===== src/rtl/sram_arb_pkg.sv =====
// Shared state encoding, pipeline constants and helpers for the SRAM arbiter slice.
package sram_arb_pkg;

  typedef enum logic {
    CLEAR = 1'b0,
    RUN   = 1'b1
  } ctrl_state_e;

  // Accept cycle to rsp_valid cycle: one for the pin register, one inside the macro.
  localparam int RD_LATENCY = 2;

  function automatic int rr_next(input int g, input int n);
    return (g + 1) % n;
  endfunction

endpackage


===== src/rtl/rr_arbiter.sv =====
// Combinational round-robin pick: first asserted req at or after ptr, wrapping.
// Zero latency; grant is all-zero when no request is pending.
module rr_arbiter #(
  parameter int N = 4
) (
  input  logic [N-1:0]         req,
  input  logic [$clog2(N)-1:0] ptr,
  output logic [N-1:0]         grant,
  output logic [$clog2(N)-1:0] grant_idx,
  output logic                 grant_vld
);

  localparam int IW = $clog2(N);

  logic [IW-1:0] cand;

  always_comb begin
    grant     = '0;
    grant_idx = '0;
    grant_vld = 1'b0;
    cand      = '0;
    for (int i = 0; i < N; i++) begin
      cand = IW'((int'(ptr) + i) % N);
      if (!grant_vld && req[cand]) begin
        grant_vld   = 1'b1;
        grant_idx   = cand;
        grant[cand] = 1'b1;
      end
    end
  end

endmodule


===== src/rtl/sram_arbiter.sv =====
// Round-robin share of one single-port SRAM; command registered to pins, read data 2 cycles after accept.
// One accept per cycle, none during the zero-fill sweep or on a clear_req cycle; responses cannot stall.
module sram_arbiter
  import sram_arb_pkg::*;
#(
  parameter int NUM_REQ    = 4,
  parameter int DATA_WIDTH = 64,
  parameter int ADDR_WIDTH = 10,
  parameter int DEPTH      = 1 << ADDR_WIDTH
) (
  input  logic                             clk,
  input  logic                             rst_n,
  input  logic                             clear_req,
  output logic                             init_done,
  input  logic [NUM_REQ-1:0]               req_valid,
  output logic [NUM_REQ-1:0]               req_ready,
  input  logic [NUM_REQ-1:0]               req_we,
  input  logic [NUM_REQ*ADDR_WIDTH-1:0]    req_addr,
  input  logic [NUM_REQ*DATA_WIDTH-1:0]    req_wdata,
  output logic [NUM_REQ-1:0]               rsp_valid,
  output logic [DATA_WIDTH-1:0]            rsp_rdata,
  output logic                             sram_cen_n,
  output logic                             sram_gwen,
  output logic [ADDR_WIDTH-1:0]            sram_addr,
  output logic [DATA_WIDTH-1:0]            sram_wdata,
  input  logic [DATA_WIDTH-1:0]            sram_rdata
);

  localparam int IW = $clog2(NUM_REQ);
  localparam logic [ADDR_WIDTH:0] LAST_CLR = (ADDR_WIDTH + 1)'(DEPTH - 1);
  localparam logic [NUM_REQ-1:0]  ONE_HOT0 = NUM_REQ'(1);

  typedef struct packed {
    logic                  we;
    logic [ADDR_WIDTH-1:0] addr;
    logic [DATA_WIDTH-1:0] wdata;
  } sram_cmd_t;

  ctrl_state_e          state;
  logic [ADDR_WIDTH:0]  clr_cnt;
  logic [IW-1:0]        rr_ptr;
  logic [NUM_REQ-1:0]   grant;
  logic [IW-1:0]        grant_idx;
  logic                 grant_vld;
  logic                 arb_en;
  logic                 accept;
  sram_cmd_t            cmd_sel;
  logic                 rd_s1_vld;
  logic [IW-1:0]        rd_s1_idx;

  rr_arbiter #(.N(NUM_REQ)) u_rr (
    .req       (req_valid),
    .ptr       (rr_ptr),
    .grant     (grant),
    .grant_idx (grant_idx),
    .grant_vld (grant_vld)
  );

  assign arb_en    = (state == RUN) && !clear_req;
  assign req_ready = arb_en ? grant : '0;
  assign accept    = arb_en && grant_vld;
  assign rsp_rdata = sram_rdata;

  always_comb begin
    cmd_sel = '0;
    for (int i = 0; i < NUM_REQ; i++) begin
      if (grant_idx == IW'(i)) begin
        cmd_sel.we    = req_we[i];
        cmd_sel.addr  = req_addr[i*ADDR_WIDTH +: ADDR_WIDTH];
        cmd_sel.wdata = req_wdata[i*DATA_WIDTH +: DATA_WIDTH];
      end
    end
  end

  always_ff @(posedge clk or negedge rst_n) begin
    if (!rst_n) begin
      state      <= CLEAR;
      clr_cnt    <= '0;
      rr_ptr     <= '0;
      init_done  <= 1'b0;
      sram_cen_n <= 1'b1;
      sram_gwen  <= 1'b1;
      sram_addr  <= '0;
      sram_wdata <= '0;
      rd_s1_vld  <= 1'b0;
      rd_s1_idx  <= '0;
      rsp_valid  <= '0;
    end else begin
      // Read tag follows the command through the pin register and the macro.
      rd_s1_vld <= accept && !cmd_sel.we;
      rd_s1_idx <= grant_idx;
      rsp_valid <= rd_s1_vld ? (ONE_HOT0 << rd_s1_idx) : '0;

      case (state)
        CLEAR: begin
          sram_cen_n <= 1'b0;
          sram_gwen  <= 1'b0;
          sram_addr  <= clr_cnt[ADDR_WIDTH-1:0];
          sram_wdata <= '0;
          clr_cnt    <= clr_cnt + 1'b1;
          if (clr_cnt == LAST_CLR) begin
            state     <= RUN;
            init_done <= 1'b1;
          end
        end
        RUN: begin
          if (clear_req) begin
            state      <= CLEAR;
            init_done  <= 1'b0;
            clr_cnt    <= '0;
            sram_cen_n <= 1'b1;
            sram_gwen  <= 1'b1;
          end else if (accept) begin
            sram_cen_n <= 1'b0;
            sram_gwen  <= ~cmd_sel.we;
            sram_addr  <= cmd_sel.addr;
            sram_wdata <= cmd_sel.wdata;
            rr_ptr     <= IW'(rr_next(int'(grant_idx), NUM_REQ));
          end else begin
            sram_cen_n <= 1'b1;
            sram_gwen  <= 1'b1;
          end
        end
        default: state <= CLEAR;
      endcase
    end
  end

endmodule


===== config.mk =====
export PLATFORM = sky130hd
export DESIGN_NAME = sram_arbiter
export DESIGN_NICKNAME = d
export VERILOG_FILES = /design/src/rtl/sram_arb_pkg.sv /design/src/rtl/rr_arbiter.sv /design/src/rtl/sram_arbiter.sv
export SDC_FILE = /design/constraint.sdc
export NUM_CORES = 1
export LEC_CHECK = 0
export BUFFER_PORTS_ARGS = -buffer_cell sky130_fd_sc_hd__buf_4
export CAP_MARGIN = 20
export CORE_AREA = 2 2 205 207
export DETAILED_ROUTE_END_ITERATION = 10
export DIE_AREA = 0 0 207 209
export GPL_TIMING_DRIVEN = 0
export PLACE_DENSITY = 0.48
export SLEW_MARGIN = 15
export SYNTH_ARGS = -nofsm -noshare
export SYNTH_HDL_FRONTEND = slang
export SYNTH_SLANG_ARGS = --single-unit

===== constraint.sdc =====
create_clock -name clk -period 10.8 [get_ports clk]
set_clock_uncertainty 0.15 [all_clocks]
set_input_delay 1.62 -clock clk [delete_from_list [all_inputs] [get_ports clk]]
set_output_delay 1.62 -clock clk [all_outputs]
set_load 0.02 [all_outputs]

==> impl_metrics.ini, run 1 <==
[run_status]
status = finished, final reports clean

[sta]
fin_setup_tns_ns = 0
worstMarginPinSlew_ns = 1.04
fin_crit_sh_pct = 48.3
setup_viol = 0
relSlewSlack_pct = 30.6
finalHoldViolations = 0
max_freq_mhz = 192
period_minus_slack_ns = 5.22
rsz0062_at_grt = no
slew_viol_final = 0

[worst_setup_path]
slowest_delay_ns = 0.83
crit_fanout = 10
criticalPathCategory = in2reg
cpMostUsedCell = clkbuf_1
startpoint_type = input port
r2r_slack_ns = 5.62
cp.required_ns = 10.88
cp_slowest_cell = clkbuf_1
end_kind = flip-flop
cp_cell_sequence = buf_4, buf_2, mux4_2, nor2_1, o21ai_1, o21ai_0, ha_1, clkbuf_1, clkbuf_1, clkbuf_1, a211o_1, a31oi_1
crit_arrival_ns = 5.30

[placement]
placed_area_um2 = 11000
hpwl_mm = 29.1
port_buffers = 452
gp_congestion = 0.892

[final_layout]
drive_above_1_share_pct = 44.5
final_core_util_pct = 27.3
fin_nets = 1660
final-seq-area_um2 = 2450
fillers = 4517
mostFrequentLayoutCells = 515 x buf_4, 96 x dfrtp_1, 92 x nand2_1
fin_area_um2 = 11300
multi_input_area_um2 = 3320
area_growth_pct = 62.9
final_common_cell = buf_4

[route]
firstDrtPassIters = 5
wl_per_cell_um = 20.0
first_iter_violations = 352
drt_drc_violations_left = 0
routed_wl_mm = 36.5
via_per_inst = 4.49
ant_nets = 0
vias = 8183

[synthesis]
syn-num-nets = 1197
yosys_warnings = 0
postSynthCellCount = 814
synth_fa_ha_area_share_pct = 2.17
synth-seq-cells = 98
ys.flop_type = dfrtp_1
yosysSeqAreaShare_pct = 35.5
yosys.area_share.simple_pct = 8.24
synthDistinctLibCells = 46
muxShareOfSynthArea_pct = 2.43
synth_edf_count = 0
synth_xor_area_share_pct = 0.253
synth.avg_cell_area_um2 = 8.49
syn_area_um2 = 6910
synth_compound_area_share_pct = 35.0
synth_top_family_by_area = compound AO/OA/AOI/OAI gates
synthArstFlopShare_pct = 100

[cts]
cts_hold_buf = 0
clockBufferDepth = 2
clkSinkCount = 98
htreeDepth = 3
cts_root_buf = clkbuf_16
cts_tree = yes
numCtsBuffers = 9
clk_latency_ns = 0.36
clkTransAtPathRegs_ns = 0.08
cts_resized = 0
postCtsSetupRepairBufs = 0

[die]
num_rows = 75
die_area_um2 = 43300
die_h_um = 209
dieWidth_um = 207
core_um2 = 41300
start_util_pct = 16.7
io_pins = 520

[power_and_ir_drop]
max-vdd-ir-drop_v = 0.0000846
power_density_nw_per_um2 = 166
p_leak_nw = 5.67

[global_routing]
antenna_found_initial = 2
grt_pass1_wl_mm = 53.1
globalRouteTotalUtil_pct = 16.2
grt-ovfl-total = 0
grt_pass1_vias = 8441
grt_max_degree = 99

[flow_run]
cap_violations = 0

[min_path]
hold_path_class = reg2reg
-- cells by family (layout without fill, tap and decap cells) --
| family | Yosys count | count (layout) |
|---|---|---|
| adders and majority gates | 12 | 12 |
| xor gates and xnor gates | 2 | 2 |
| and+or+nand+nor | 125 | 125 |
| AOI/OAI and AO/OA | 337 | 337 |
| muxes | 14 | 14 |
| other | 0 | 1 |
| buffers and inverters | 226 | 694 |
| DFF | 98 | 98 |
-- worst paths after layout --
check | from | end | depth (start not counted)
worst max-delay path | req_valid[2] | sram_wdata[25] | 12
worst min-delay path | rd_s1_idx[0] | rsp_valid[2] | 1
worst max register to register | rr_ptr[0] | sram_wdata[25] | 15
worst min register to register | rd_s1_idx[0] | rsp_valid[2] | 1
max in group asynchronous | rst_n | sram_wdata[25] | 1
min in group asynchronous | rst_n | sram_addr[2] | 1
-- flip-flops by register name (all words and copies together) (netlist names) --
| name | cells |
|---|---|
| rsp_valid | 4 |
| rd_s1_idx | 2 |
| state | 1 |
| sram_cen_n | 1 |
| sram_addr | 10 |
| clr_cnt | 11 |
| rd_s1_vld | 1 |
| init_done | 1 |
| sram_wdata | 64 |
| rr_ptr | 2 |
| sram_gwen | 1 |
-- routing by layer --
| metal | global-route usage [%] | up-vias | part of all wire [%] |
|---|---|---|---|
| met4 | 4.38 | 4 | 1.8 |
| li1 | - | 3881 | - |
| met5 | 0 | - | 0.082 |
| met1 | 20.5 | 3928 | 43 |
| met2 | 27.7 | 336 | 49 |
| met3 | 3.62 | 34 | 5.7 |
-- power by group --
group          internal [mW]  switching, mW  total, mW
Clock                  0.157          0.161      0.319
Sequential             0.399         0.0340      0.433
Combinational          0.464          0.648       1.11
-- Yosys cell counts (4+ instances only) --
cell type | number | share of area [%]
nor3b_1 | 4 | 0.43
buf_2 | 28 | 2.0
a221oi_1 | 77 | 9.8
o2bb2ai_1 | 4 | 0.51
a22oi_1 | 4 | 0.43
ha_1 | 12 | 2.2
nor2_1 | 5 | 0.27
nand2_1 | 92 | 5.0
nand3_1 | 4 | 0.29
clkbuf_1 | 50 | 2.7
inv_1 | 80 | 4.3
mux2i_1 | 10 | 1.4
o22ai_1 | 13 | 1.2
o21ai_0 | 75 | 5.4
a31oi_1 | 73 | 6.6
a211o_1 | 73 | 9.3
a21oi_1 | 6 | 0.43
dfrtp_1 | 96 | 35
buf_4 | 64 | 7.0
-- final cells by class --
cell class	instances	area share [%]
Tap cell	539	5.99
Buffer	146	7.38
Antenna cell	1	0.0222
Sequential cell	98	21.8
Clock inverter	6	0.378
Multi-Input combinational cell	490	29.5
Timing Repair Buffer	452	30.2
Clock buffer	10	2.03
Inverter	80	2.67
-- metrics by stage --
| step | worst slack [ns] | cells | hold slack (ns) | power (mW) |
|---|---|---|---|---|
| 2_1_floorplan | 6.06 | 814 | 0.278 | 1.12 |
| 3_3_place_gp | 5.10 | 1805 | 0.304 | 1.57 |
| 3_5_place_dp | 5.04 | 1805 | 0.303 | 1.57 |
| 4_1_cts | 5.46 | 1821 | 0.305 | 1.90 |
| 5_1_grt | 5.19 | 1821 | 0.320 | 2.00 |
| 6_report | 5.58 | 1822 | 0.303 | 1.86 |
-- critical path, delay by kind of cell --
kind / cells / cell delay, ns
buffers and inverters: 5 / 2.01
adder cells (fa/ha/maj): 1 / 0.22
AND/OR/NAND/NOR: 1 / 0.12
AO/OA/AOI/OAI: 4 / 0.85
multiplexers: 1 / 0.48
Power figures use the tool's default switching activity.
==> inputs of run 2 (changes only) <==
- CORE_AREA: 2 2 205 207 -> 2 2 200 202
- DIE_AREA: 0 0 207 209 -> 0 0 202 204
- PLACE_DENSITY: 0.48 -> 0.5
- clock period: 10.8 -> 5 ns (I/O delays scaled with it)
==> run 2 against run 1 <==
Against the previous run:
- non-clock buffer count shrank 1
- via count up 0.53%
- cell count fell by 0.77%
- design area is the same
- core utilization rose by 1.5 points
- sequential share of layout area did not move
- flip-flop and latch count unchanged
- sequential power is 120% higher
- worst setup slack worse by 5.1 ns
- clock power up 120%
- die area shrank 4.8%
- power increased by 120%
- largest power group unchanged
==> impl_metrics.ini, run 2 (synthesis gave the netlist of run 1 again) <==
[run_status]
status = finished, final reports clean

[sta]
fin_setup_tns_ns = 0
relSlewSlack_pct = 31.5
rsz0062_at_grt = no
finalHoldViolations = 0
setup_viol = 0
whs_ns = 0.279
max_freq_mhz = 220
period_minus_slack_ns = 4.55
fin_crit_sh_pct = 90.9
slew_viol_final = 0
worstMarginPinSlew_ns = 1.03

[die]
start_util_pct = 17.6
die_area_um2 = 41200
core_um2 = 39200
io_pins = 520
num_rows = 73
die_h_um = 204
dieWidth_um = 202

[placement]
place_inst = 1791
hpwl_mm = 29.1
gp_congestion = 0.867
port_buffers = 452

[worst_setup_path]
startpoint_type = flip-flop
crit_fanout = 10
crit_arrival_ns = 4.69
cp_cell_sequence = buf_6, buf_2, inv_1, ha_1, mux4_2, a221oi_2, o32a_1, ha_1, buf_2, buf_2, clkbuf_1, a221oi_1, a211o_1, a31oi_1
slowest_delay_ns = 0.47
cp_slowest_cell = ha_1
end_kind = flip-flop
cp.required_ns = 5.15
criticalPathCategory = reg2reg
cpMostUsedCell = buf_2

[cts]
clkTransAtPathRegs_ns = 0.07
clkSinkCount = 98
clk_latency_ns = 0.37
cts_hold_buf = 0
postCtsSetupRepairBufs = 0
numCtsBuffers = 9
htreeDepth = 3
clockBufferDepth = 2
cts_tree = yes
cts_root_buf = clkbuf_16

[global_routing]
grt_pass1_wl_mm = 52.1
globalRouteTotalUtil_pct = 17.0
grt_pass1_vias = 8399
grt-ovfl-total = 0
grt_max_degree = 99
antenna_found_initial = 1

[final_layout]
stdcell_count = 1808
final_common_cell = buf_4
top_regs = sram_wdata x64, clr_cnt x11, sram_addr x10
fin_nets = 1659
mostFrequentLayoutCells = 515 x buf_4, 96 x dfrtp_1, 92 x nand2_1
largest_reg_flops = 64
drive_above_1_share_pct = 44.8
regMostFlops = sram_wdata
area_growth_pct = 62.9

[route]
ant_nets = 0
first_iter_violations = 416
vias = 8226
routed_wl_mm = 36.2
wl_per_cell_um = 20.0
firstDrtPassIters = 5
via_per_inst = 4.55
drt_drc_violations_left = 0

[power_and_ir_drop]
power_density_nw_per_um2 = 357
p_leak_nw = 5.68
total_power_mw = 4.02
max-vdd-ir-drop_v = 0.000154

[flow_run]
cap_violations = 0

[min_path]
hold_path_class = in2async
run 2: per-stage QoR:
stage / util, % / setup WS [ns] / cell area, µm²
2_1_floorplan: - / 1.36 / 6910
3_3_place_gp: 28.0 / -0.0269 / 11000
3_5_place_dp: 28.0 / -0.117 / 11000
4_1_cts: 28.7 / 0.130 / 11200
5_1_grt: 28.7 / 0.0294 / 11300
6_report: 28.7 / 0.453 / 11300
run 2: final timing paths:
| check | startpoint | cells after the start | end | slack, ns |
|---|---|---|---|---|
| setup / recovery | rr_ptr[0] | 14 | sram_wdata[26] | 0.45 |
| hold / removal | rst_n | 1 | sram_wdata[55] | 0.28 |
| setup reg to reg | rr_ptr[0] | 14 | sram_wdata[26] | 0.45 |
| hold reg to reg | rd_s1_idx[0] | 1 | rsp_valid[2] | 0.33 |
| max in group asynchronous | rst_n | 1 | sram_wdata[0] | 3.63 |
| min in group clk | rd_s1_idx[0] | 1 | rsp_valid[2] | 0.33 |
run 2: cell type report:
cell class	instances	area, µm²
diodes	2	5.00
plain buffers	145	835
clock buffers	11	243
clock inverters	5	40.0
fillers	4285	27900
inverters	80	300
multi-input cells	490	3320
flip-flops and latches	98	2450
well taps	525	657
repair buffers	452	3400
run 2: routing by layer:
metal / up-vias / wire [µm] / global-route usage, %
met5: - / 13 / 0
met4: 2 / 1050 / 6.36
met3: 48 / 1880 / 3.36
met2: 332 / 18200 / 29.7
met1: 3959 / 15000 / 20.6
li1: 3885 / - / -
run 2: report_power, final:
| group | internal [mW] | total, mW | switching [mW] |
|---|---|---|---|
| Sequential | 0.862 | 0.933 | 0.0711 |
| Combinational | 1.01 | 2.39 | 1.38 |
| Clock | 0.353 | 0.694 | 0.340 |
run 2: worst max-delay path, delay by kind of cell, from the launching register on:
kind	cells	cell delay, ns
buf+inv	6	1.54
compound gates	5	1.23
fa+ha+maj	2	0.63
mux	1	0.47
flops	1	0.44
run 2: what timing repair did:
| item | in CTS | in global routing |
|---|---|---|
| resized for setup | 1 | 7 |
| pin swaps | 0 | 0 |
| setup endpoints to repair | 58 | 70 |
==> inputs of run 3 (changes only) <==
- REMOVE_ABC_BUFFERS: unset -> 1
==> run 3 against run 2 <==
Against the previous run:
- worst setup slack gained 0.082 ns
- global-route usage shrank 1.5 points
- flip-flop and latch count is the same
- worst hold slack gained 0.034 ns
- die area is the same
- clock-buffer cell count grew 2
==> impl_metrics.ini, run 3 (synthesis gave the netlist of run 1 again) <==
[run_status]
status = finished, final reports clean

[cts]
clkSinkCount = 98
clk_latency_ns = 0.37
numCtsBuffers = 9
clkTransAtPathRegs_ns = 0.07
cts_root_buf = clkbuf_16
htreeDepth = 3
clockBufferDepth = 2
cts_tree = yes

[sta]
rsz0062_at_grt = no
relSlewSlack_pct = 35.1
setup_viol = 0
fin_setup_tns_ns = 0
period_minus_slack_ns = 4.46
fin_crit_sh_pct = 89.3
max_freq_mhz = 224
worstMarginPinSlew_ns = 0.973
finalHoldViolations = 0
slew_viol_final = 0
whs_ns = 0.314

[die]
dieWidth_um = 202
die_area_um2 = 41200
num_rows = 73
io_pins = 520
core_um2 = 39200
die_h_um = 204
start_util_pct = 17.6

[worst_setup_path]
criticalPathCategory = reg2reg
slowest_delay_ns = 0.61
cpMostUsedCell = buf_12
crit_fanout = 41
startpoint_type = flip-flop
r2r_slack_ns = 0.54
cp.required_ns = 5.05
cp_slowest_cell = o21ai_0
crit_arrival_ns = 4.52
end_kind = flip-flop
cp_cell_sequence = inv_1, ha_1, mux4_2, o21ai_1, o21ai_0, ha_4, buf_12, nor2b_4, buf_12, a221oi_1, a211o_1, a31oi_1

[power_and_ir_drop]
power_density_nw_per_um2 = 370
p_leak_nw = 5.00
max-vdd-ir-drop_v = 0.000202
total_power_mw = 3.81

[final_layout]
multi_input_area_um2 = 3370
regMostFlops = sram_wdata
largest_reg_flops = 64
final_core_util_pct = 26.3
fillers = 4253
top_regs = sram_wdata x64, clr_cnt x11, sram_addr x10
fin_nets = 1465
final_common_cell = buf_4
area_growth_pct = 49.1
antennaDiodeCount = 0
drive_above_1_share_pct = 39.8
final-seq-area_um2 = 2460
mostFrequentLayoutCells = 391 x buf_4, 94 x dfrtp_1, 92 x nand2_1

[route]
via_per_inst = 4.62
first_iter_violations = 463
firstDrtPassIters = 4
vias = 7454
routed_wl_mm = 32.6
wl_per_cell_um = 20.2
ant_nets = 0
drt_drc_violations_left = 0

[global_routing]
grt_max_degree = 99
grt-ovfl-total = 0
grt_pass1_wl_mm = 47.3
antenna_found_initial = 0
globalRouteTotalUtil_pct = 15.5
grt_pass1_vias = 7342

[min_path]
hold_path_class = reg2reg

[placement]
hpwl_mm = 26.0
port_buffers = 391
gp_congestion = 0.822

[flow_run]
cap_violations = 0
==> run 3: changes by cell type in the layout (fill, tap and decap cells not counted), sizes merged <==
cell	before	now
buf	546	403
bufinv	0	1
clkbuf	62	13
clkinv	2	1
clkinvlp	3	0
diode	2	0
inv	80	81
==> run 3: critical path: cells and delay by family, from the launching register on <==
| kind | cells | cell delay [ns] |
|---|---|---|
| AO/OA/AOI/OAI | 5 | 1.36 |
| buffers and inverters | 3 | 0.59 |
| adder cells (fa/ha/maj) | 2 | 1.04 |
| AND/OR/NAND/NOR | 1 | 0.12 |
| flip-flops | 1 | 0.60 |
| multiplexers | 1 | 0.39 |
==> run 3: cell type report <==
class                           instances  share of cell area, %
Timing Repair Buffer                  403                   31.1
Tap cell                              525                   6.38
Sequential cell                        98                   23.9
Clock buffer                           13                   2.53
Inverter                               80                   2.91
Clock inverter                          3                  0.461
Multi-Input combinational cell        490                   32.8
==> run 3: path summary, 6_finish.rpt <==
| kind | start | to | cells past startpoint |
|---|---|---|---|
| worst min register to register | rd_s1_idx[0] | rsp_valid[2] | 1 |
| min in group asynchronous | rst_n | sram_wdata[27] | 1 |
| worst max-delay path | rr_ptr[0] | sram_addr[6] | 12 |
| worst min-delay path | rd_s1_idx[0] | rsp_valid[2] | 1 |
| max in group asynchronous | rst_n | state | 1 |
| worst max register to register | rr_ptr[0] | sram_addr[6] | 12 |
==> run 3: power by group <==
part           internal (mW)  total [mW]  switching [mW]
Clock                  0.419       0.749           0.330
Sequential             0.862       0.938          0.0760
Combinational          0.994        2.12            1.13
Total                   2.28        3.81            1.53
==> run 3: routing by layer <==
metal | part of all wire, % | track usage [%] | routed length [µm] | vias to the layer above
li1 | - | - | - | 3488
met1 | 39 | 17.7 | 12800 | 3501
met2 | 41 | 21.3 | 13300 | 438
met3 | 18 | 13.0 | 5830 | 21
met4 | 0.80 | 2.91 | 259 | 6
met5 | 1.0 | 5.60 | 326 | -
==> run 3: what timing repair did <==
| action | in CTS | in global routing |
|---|---|---|
| hold endpoints to repair | 0 | 0 |
| setup buffers | 0 | 0 |
| hold buffers | 0 | 0 |
| endpoints found under the setup margin | 0 | 1 |
| gates resized for setup | 0 | 1 |
==> run 3: per-stage QoR <==
stage	std cells	setup slack [ns]	cell area (µm²)
3_5_place_dp	1596	0.226	9990
2_1_floorplan	668	-1.56	6080
4_1_cts	1612	0.201	10300
3_3_place_gp	1584	-5.36	9670
5_1_grt	1612	0.233	10300
6_report	1612	0.535	10300
